[config.mk]
export PLATFORM = sky130hd
export DESIGN_NAME = demux_1to16
export DESIGN_NICKNAME = d
export VERILOG_FILES = /design/src/rtl/demux_pkg.sv /design/src/rtl/dec_4to16.sv /design/src/rtl/demux_1to16.sv
export SDC_FILE = /design/constraint.sdc
export NUM_CORES = 1
export LEC_CHECK = 0
export CAP_MARGIN = 20
export CORE_MARGIN = 2
export CORE_UTILIZATION = 40
export CTS_CLUSTER_SIZE = 40
export DETAILED_ROUTE_END_ITERATION = 10
export DONT_BUFFER_PORTS = 1
export GPL_TIMING_DRIVEN = 1
export PLACE_DENSITY = 0.51
export SYNTH_ARGS = -nofsm -noshare
export SYNTH_HDL_FRONTEND = slang
export SYNTH_HIERARCHICAL = 1
export SYNTH_SLANG_ARGS = --single-unit
[constraint.sdc]
create_clock -name clk -period 1 [get_ports clk]
set_input_delay 0.2 -clock clk [delete_from_list [all_inputs] [get_ports clk]]
set_output_delay 0.2 -clock clk [all_outputs]
set_load 0.02 [all_outputs]
[src/rtl/demux_pkg.sv]
// Shared widths and types for the 1-to-16 demultiplexer datapath.
package demux_pkg;

  localparam int unsigned SEL_W = 4;
  localparam int unsigned N_OUT = 16;

  typedef logic [SEL_W-1:0] sel_t;
  typedef logic [N_OUT-1:0] onehot_t;

endpackage : demux_pkg

[src/rtl/dec_4to16.sv]
// Combinational binary-to-one-hot decoder; all lines low when the enable is low.
module dec_4to16
  import demux_pkg::*;
(
  input  sel_t    i_idx,
  input  logic    i_en,
  output onehot_t o_onehot_c
);

  always_comb begin
    o_onehot_c = '0;
    if (i_en) begin
      o_onehot_c[i_idx] = 1'b1;
    end
  end

endmodule : dec_4to16

[src/rtl/demux_1to16.sv]
// Registered 1-to-16 demultiplexer: steers in to y[sel], all other lines 0.
module demux_1to16
  import demux_pkg::*;
(
  input  logic             clk,
  input  logic             rst,
  input  logic             in,
  input  logic [SEL_W-1:0] sel,
  output logic [N_OUT-1:0] y
);

  onehot_t w_y_next;
  onehot_t r_y;

  dec_4to16 u_dec (
    .i_idx      (sel_t'(sel)),
    .i_en       (in),
    .o_onehot_c (w_y_next)
  );

  // Output register, cleared synchronously.
  always_ff @(posedge clk) begin
    if (rst) begin
      r_y <= '0;
    end else begin
      r_y <= w_y_next;
    end
  end

  assign y = r_y;

endmodule : demux_1to16

**Yosys cells after proc, flatten, opt, wreduce, memory -nomap -nowiden**

Cells that the tools add are included.

- Output and inout bits: 16
- Flip-flop bits (word level): 16
- Bits of input ports: 7
- Logic and storage cells: 8

- Order comparisons: 2
- Reduce and logical (&&, ||, !) cells: 2
- Multiplexer cells: 2
- Bitwise logic cells: 1

Operators with widths:

| kind | number |
|---|---|
| less-than comparator 4 x 5 -> 1 bit, second input constant | 1 |
| demux 1 bit (select 4 bit) | 1 |
| greater-or-equal comparator 4 x 1 -> 1 bit, second input constant | 1 |
| OR reduction 2 bit | 1 |
| logical AND 1 bit | 1 |
| 2-to-1 mux 1 bit | 1 |
| NOT 1 bit | 1 |

**Depth between registers and ports, before layout**

Gate-level depths: netlist of run 1.

- Depth after elaboration: 4
- Gate-level depth with buffers: 3

**By module**

The synthesis of run 1 kept the hierarchy.

Modules (own cells, without submodules):

| module | seq. area each (um2) | area each (um2) | cells each | instances |
|---|---|---|---|---|
| demux_1to16 | 320.3 | 464.2 | 33 | 1 |
| dec_4to16 | 0.0 | 117.6 | 23 | 1 |

**Least setup slack after synthesis of run 1**

Ideal clock, no wire load.

- Path type: input-to-reg
- Start point: in sel[2]
- End point: reg r_y[0], in the netlist y[0]
- Slack: 0.122 ns
- Path buffers: 0
- Data arrival time: 0.821 ns
- Stages: 3
- Required time: 0.943 ns
- Cells stage by stage: or3b_4 -> nor3_2 -> and2b_2

- Longest elaborated chain between the ends: 4
- Elaborated cells between the ends (all ways): 5
- Those cells by class: 2 x order compare; 2 x mux; 1 x reduce/logical

RTL lines:

| what | RTL line | source |
|---|---|---|
| start: declaration | demux_1to16.sv:8 | `input logic [SEL_W-1:0] sel,` |
| less-than comparator 4 x 5 -> 1 bit (not written as such) or greater-or-equal comparator 4 x 1 -> 1 bit (tied branches) | dec_4to16.sv:13 | `o_onehot_c[i_idx] = 1'b1;` |
| logical AND 1 bit (not written as such) | dec_4to16.sv:13 |  |
| 2-to-1 mux 1 bit (not written as such) | dec_4to16.sv:13 |  |
| demux 1 bit (select 4 bit) (*) | -- |  |
| end signal: assignment | demux_1to16.sv:26 | `r_y <= w_y_next;` |
| end: declaration | demux_1to16.sv:13 | `onehot_t r_y;` |

Every way passes the cells marked *; elsewhere a longest branch is shown, timed or not.
A chain may end at the register's enable or synchronous reset.

**Worst setup path after layout of run 1**

- Start point: in sel[3]
- End point: reg r_y[5], in the netlist y[5]

The elaborated chain is that of the path after synthesis.

==> impl_metrics.yaml, run 1 <==
critical_path:
  crit_fanout: 4
  critical_path.startpoint: "sel[3]"
  worstSetupEndpoint: "y[5]$_SDFF_PP0_"
  worstPathRequired_ns: 1.22
  worstPathArrival_ns: 1.16
  cp-start-kind: "input port"
  critPathKind: "input port to flop"
  crit_path_end_kind: "flop"
synthesis:
  ys_seq_area_share_pct: 55.1
  syn-mean-instance-area_um2: 10.4
  synth_top_area_share_pct: 55.1
  ys.warnings.count: 6
  syn_inst: 56
  syn_area_um2: 582
  synth_area_leader_cell: "dfxtp_1"
  synth_area_leaders: "dfxtp_1, nor2b_2, and2b_2"
  synth_nets: 63
  ys_types: 13
  synth-seq-cells: 16
detailed_routing:
  viasPerCell: 4.79
  drtPass1Iterations: 2
  dr_wl_met3_um: 106
  vias: 359
  wire_per_inst_um: 12.1
  drc_errors: 0
  met2WireLength_um: 372
  highest_layer: "met4"
  routedLengthMet1_um: 416
  first_iter_violations: 4
  drt_wl_total_um: 905
  antenna_left: 0
grt:
  track_usage_pct: 11.8
  grt_pass1_wl_mm: 1.56
  grt_max_degree: 10
  grt_antenna_before_repair: 0
  grt.overflow.total: 0
  grt_pass1_vias: 356
die:
  die_area_mm2: 0.00178
  initial_core_util_pct: 43.6
  die_y_um: 42.1
  core_area_mm2: 0.00133
  rows: 13
  top_level_ports: 23
  fp.dieW_um: 42.1
sta:
  finalSetupTns_ns: 0
  holdWs_ns: 0.116
  slew_headroom_pct: 71.4
  worst_slew_pin_slew_ns: 0.428
  fin_crit_sh_pct: 94.7
  period_needed_ns: 0.947
  slew_violations: 0
  hold_viol: 0
  setup_viol: 0
  clock.fmax_mhz: 1060
  rsz0062_at_grt: "false"
place:
  globalplace.congestion: 0.831
  dpl_cell_area_um2: 589
  port_buffers: 0
  hpwl_um: 692
min_path:
  hp-class: "input port to flop"
clock_network:
  cts_buffer_depth: 2
  cts.sinks: 16
  cts-resized-gates: 0
  numCtsBuffers: 3
  clk_pin_slew_worst_paths_ns: 0.08
  htree_num_levels: 1
  clockRootBuffer: "clkbuf_4"
  cts_tree: "done"
final_layout:
  area_delta_synth_final_pct: 8.60
  largest_register_ff_count: 16
  antenna_cells: 0
  drive_above_1_share_pct: 30.0
  nNetsFinal: 69
  design_area_um2: 632
status:
  status: "complete, no violations"
power:
  vdd_ir_drop_max_mv: 0.720
  total_power_mw: 1.01
  power_per_cell_area_mw_per_mm2: 1590
  static-leakage-power_nw: 0.247
run:
  drv_cap: 0
cells in the mapped netlist:
| master | instances |
|---|---|
| or3b_4 | 1 |
| nor2_1 | 12 |
| nor2b_2 | 7 |
| nand3b_1 | 2 |
| nand3_1 | 1 |
| nor3_2 | 1 |
| dfxtp_1 | 16 |
| and2b_2 | 6 |
| nor2b_1 | 3 |
| nand2b_1 | 2 |
| nand2_1 | 1 |
| buf_6 | 1 |
| nor3_1 | 3 |
worst max-delay path: stages:
cell	delay (ns)
nand3b_1	0.20
nor2_1	0.11
nor2b_2	0.12
dlygate4sd3_1	0.53
per-layer routing:
layer	vias up	global-route usage, %
li1	183	-
met1	157	14.6
met2	17	15.6
met3	2	6.47
met4	0	7.50
met5	-	0
stage by stage:
stage / cells / setup WS [ns] / util (%)
after CTS: 75 / 0.0447 / 47.4
after global placement: 70 / 0.105 / 44.2
after detailed placement: 70 / 0.0858 / 44.2
after global routing: 75 / 0.00406 / 47.4
final: 75 / 0.0535 / 47.4
after floorplan: 56 / 0.122 / -
timing repair:
action,in CTS,in global routing
setup buffers,0,0
hold buffers,2,0
hold endpoints to repair,10,0
power by group:
group | internal [mW] | switching [mW]
combinational | 0.0219 | 0.0243
clock | 0.139 | 0.169
sequential | 0.643 | 0.0102
cell usage in the layout (no fill, tap or decap):
cell and count:
nand3b_1 2, dfxtp_1 16, nand2b_1 2, nor2b_1 3
nor3_2 1, nand2_1 1, and2b_2 6, or3b_4 1
dlygate4sd3_1 2, clkbuf_4 3, nor2b_2 7, nor2_1 12
nor3_1 3, nand3_1 1
worst min path at each step:
stage | cells after the start | startpoint | slack [ns] | to
2_1_floorplan | 2 | sel[1] | 0.39 | y[12]$_SDFF_PP0_
3_3_place_gp | 1 | rst | 0.27 | y[4]$_SDFF_PP0_
3_5_place_dp | 1 | rst | 0.27 | y[8]$_SDFF_PP0_
4_1_cts | 2 | sel[1] | 0.12 | y[12]$_SDFF_PP0_
5_1_grt | 2 | sel[1] | 0.11 | y[12]$_SDFF_PP0_
6_report | 2 | sel[1] | 0.12 | y[12]$_SDFF_PP0_
cell families (layout without fill, tap and decap cells):
| group | Yosys count | in the layout | share of synthesized area [%] |
|---|---|---|---|
| buffers and inverters | 1 | 5 | 1.94 |
| flip-flops | 16 | 16 | 55.1 |
| AND/OR/NAND/NOR | 39 | 39 | 43.0 |
area by class of cell:
cell class                      instances  area, µm²
Fill cell                             143        702
Sequential cell                        16        320
Tap cell                               15       18.8
Timing Repair Buffer                    2       20.0
Clock buffer                            3       22.5
Multi-Input combinational cell         39        250
Note: power is estimated with default switching activity, not from simulation.
==> run 2, diff against run 1 <==
--- a/config.mk
+++ b/config.mk
@@ -5,7 +5,7 @@
 export SDC_FILE = /design/constraint.sdc
 export NUM_CORES = 1
 export LEC_CHECK = 0
-export CAP_MARGIN = 20
+export ABC_AREA = 1
 export CORE_MARGIN = 2
 export CORE_UTILIZATION = 40
 export CTS_CLUSTER_SIZE = 40
==> impl_metrics.yaml, run 2 <==
synthesis:
  ys_async_sr_fraction_pct: 0
  synth-seq-cells: 16
  ys_types: 9
  ys.warnings.count: 6
  syn_area_um2: 614
  synth_edf_count: 0
  synthFlopType: "dfxtp_1"
  synth_nets: 90
  syn_inst: 83
  synthTopCellsByCount: "nor2_1, inv_1, dfxtp_1"
  ys_seq_area_share_pct: 52.1
  synth_top_area_share_pct: 52.1
  synth_area_leaders: "dfxtp_1, nor2_1, inv_1"
  syn-mean-instance-area_um2: 7.40
  synth_area_leader_cell: "dfxtp_1"
  synth_most_common_cell: "nor2_1"
sta:
  hold_viol: 0
  rsz0062_at_grt: "false"
  setup_viol: 0
  period_needed_ns: 0.913
  finalSetupTns_ns: 0
  clock.fmax_mhz: 1100
  fin_crit_sh_pct: 91.3
  slew_headroom_pct: 69.6
  worst_slew_pin_slew_ns: 0.456
  slew_violations: 0
power:
  p_comb_share_pct: 4.7
  swShare_pct: 20.5
  vdd_ir_drop_max_mv: 0.682
  static-leakage-power_nw: 0.295
  total_power_mw: 1.11
  internal_power_mw: 0.883
  seqPwrFrac_pct: 58.8
  power_per_cell_area_mw_per_mm2: 1620
  clkPwrFrac_pct: 36.4
  switching_power_mw: 0.228
clock_network:
  cts_buffer_depth: 2
  htree_num_levels: 1
  numCtsBuffers: 3
  clk_pin_slew_worst_paths_ns: 0.09
  cts.sinks: 16
  cts_setup_buffers: 0
  clockRootBuffer: "clkbuf_4"
  cts_tree: "done"
grt:
  grt_pass1_vias: 380
  busiest_layer: "met1"
  grt_antenna_before_repair: 0
  grt_use_met2_pct: 15.5
  track_usage_pct: 12.1
  grt_pass1_wl_mm: 1.59
  grt_max_degree: 14
  met3_usage_pct: 4.26
  grt.overflow.total: 0
  use_met1_pct: 16.3
detailed_routing:
  first_iter_violations: 5
  drt_wl_total_mm: 1.01
  viasPerCell: 4.30
  antenna_left: 0
  drc_errors: 0
  drtPass1Iterations: 4
  vias: 451
  wire_per_inst_um: 9.57
final_layout:
  drive_above_1_share_pct: 10.1
  mostFrequentLayoutCell: "nor2_1"
  nNetsFinal: 97
  fill_cells: 174
  largest_register_ff_count: 16
  antenna_cells: 0
  final_cell_mix: "nor2_1, inv_1, dfxtp_1"
  area_delta_synth_final_pct: 11.8
place:
  port_buffers: 0
  globalplace.congestion: 0.804
  hpwl_um: 748
critical_path:
  worstPathRequired_ns: 0.80
  critPathKind: "flop to output port"
  cp-start-kind: "flop"
  worstPathArrival_ns: 0.71
  crit_fanout: 1
  crit_path_end_kind: "output port"
die:
  initial_core_util_pct: 41.8
  die_area_mm2: 0.00187
  top_level_ports: 23
  rows: 14
  core_area_mm2: 0.00147
  fp.dieW_um: 43.2
  die_y_um: 43.2
status:
  status: "complete, no violations"
min_path:
  hp-class: "input port to flop"
  holdCritStartpoint: "sel[1]"
  hold_path_depth: 4
  worstHoldEndpoint: "y[10]$_SDFF_PP0_"
run:
  drv_cap: 0
[run 2: cell types whose count changed in the layout (fill, tap and decap cells not counted), sizes merged, moves of 2 or more]
cell and change:
and2b -6, inv +21, nand2b -2, nor3 -4, nand3b -2, nand3 +4
nor2b -10, nand2 +5, nor2 +21
[run 2: cell type report]
type / count / area, µm² / share of cell area (%)
flip-flops and latches: 16 / 320 / 46.6
multi-input cells: 44 / 189 / 27.5
inverters: 21 / 78.8 / 11.5
repair buffers: 4 / 42.5 / 6.19
clock buffers: 4 / 36.3 / 5.28
well taps: 16 / 20.0 / 2.91
[run 2: worst max-delay path by stage]
stage / from / endpoint / slack [ns] / cells past startpoint
finish: y[14]$_SDFF_PP0_ / y[14] / 0.09 / 0
global route: y[14]$_SDFF_PP0_ / y[14] / 0.04 / 0
CTS: rst / y[4]$_SDFF_PP0_ / 0.008 / 2
detailed placement: sel[0] / y[4]$_SDFF_PP0_ / 0.28 / 5
global placement: sel[2] / y[0]$_SDFF_PP0_ / 0.32 / 5
floorplan: sel[0] / y[0]$_SDFF_PP0_ / 0.38 / 5
[run 2: power groups by stage]
stage	combinational (mW)	sequential [mW]	clock (mW)
2_1_floorplan	0.0523	0.668	0
3_3_place_gp	0.0411	0.668	0
3_5_place_dp	0.0409	0.668	0
4_1_cts	0.0529	0.654	0.421
5_1_grt	0.0611	0.654	0.456
6_report	0.0525	0.653	0.404
[run 2: cells by family (layout without fill, tap and decap cells)]
kind of cell           after synthesis  in the layout  share of synthesized area (%)
buffers and inverters               23             29                           17.1
and+or+nand+nor                     44             44                           30.8
DFF                                 16             16                           52.1
[run 2: worst min-delay path, stage by stage]
cell     delay [ns]
nand2_1        0.06
nor2_1         0.05
inv_1          0.04
nor2_1         0.03
[run 2: metrics by stage]
stage / area [µm²] / util (%) / cells / setup slack [ns] / hold slack [ns]
floorplan: 614 / - / 83 / 0.383 / 0.384
global placement: 608 / 41.3 / 97 / 0.323 / 0.270
detailed placement: 608 / 41.3 / 97 / 0.282 / 0.270
CTS: 684 / 46.5 / 105 / 0.00770 / 0.133
global route: 687 / 46.7 / 105 / 0.0397 / 0.148
finish: 687 / 46.7 / 105 / 0.0869 / 0.141
[run 2: timing repair]
item | in CTS | in global routing
resized for setup | 0 | 1
setup endpoints to repair | 0 | 13
hold endpoints to repair | 16 | 0
hold buffers | 4 | 0
[run 2: per-layer routing]
| metal | vias up | routed length (µm) |
|---|---|---|
| met5 | - | 0 |
| met4 | 0 | 15 |
| met3 | 2 | 59 |
| met2 | 13 | 445 |
| met1 | 192 | 484 |
| li1 | 244 | - |
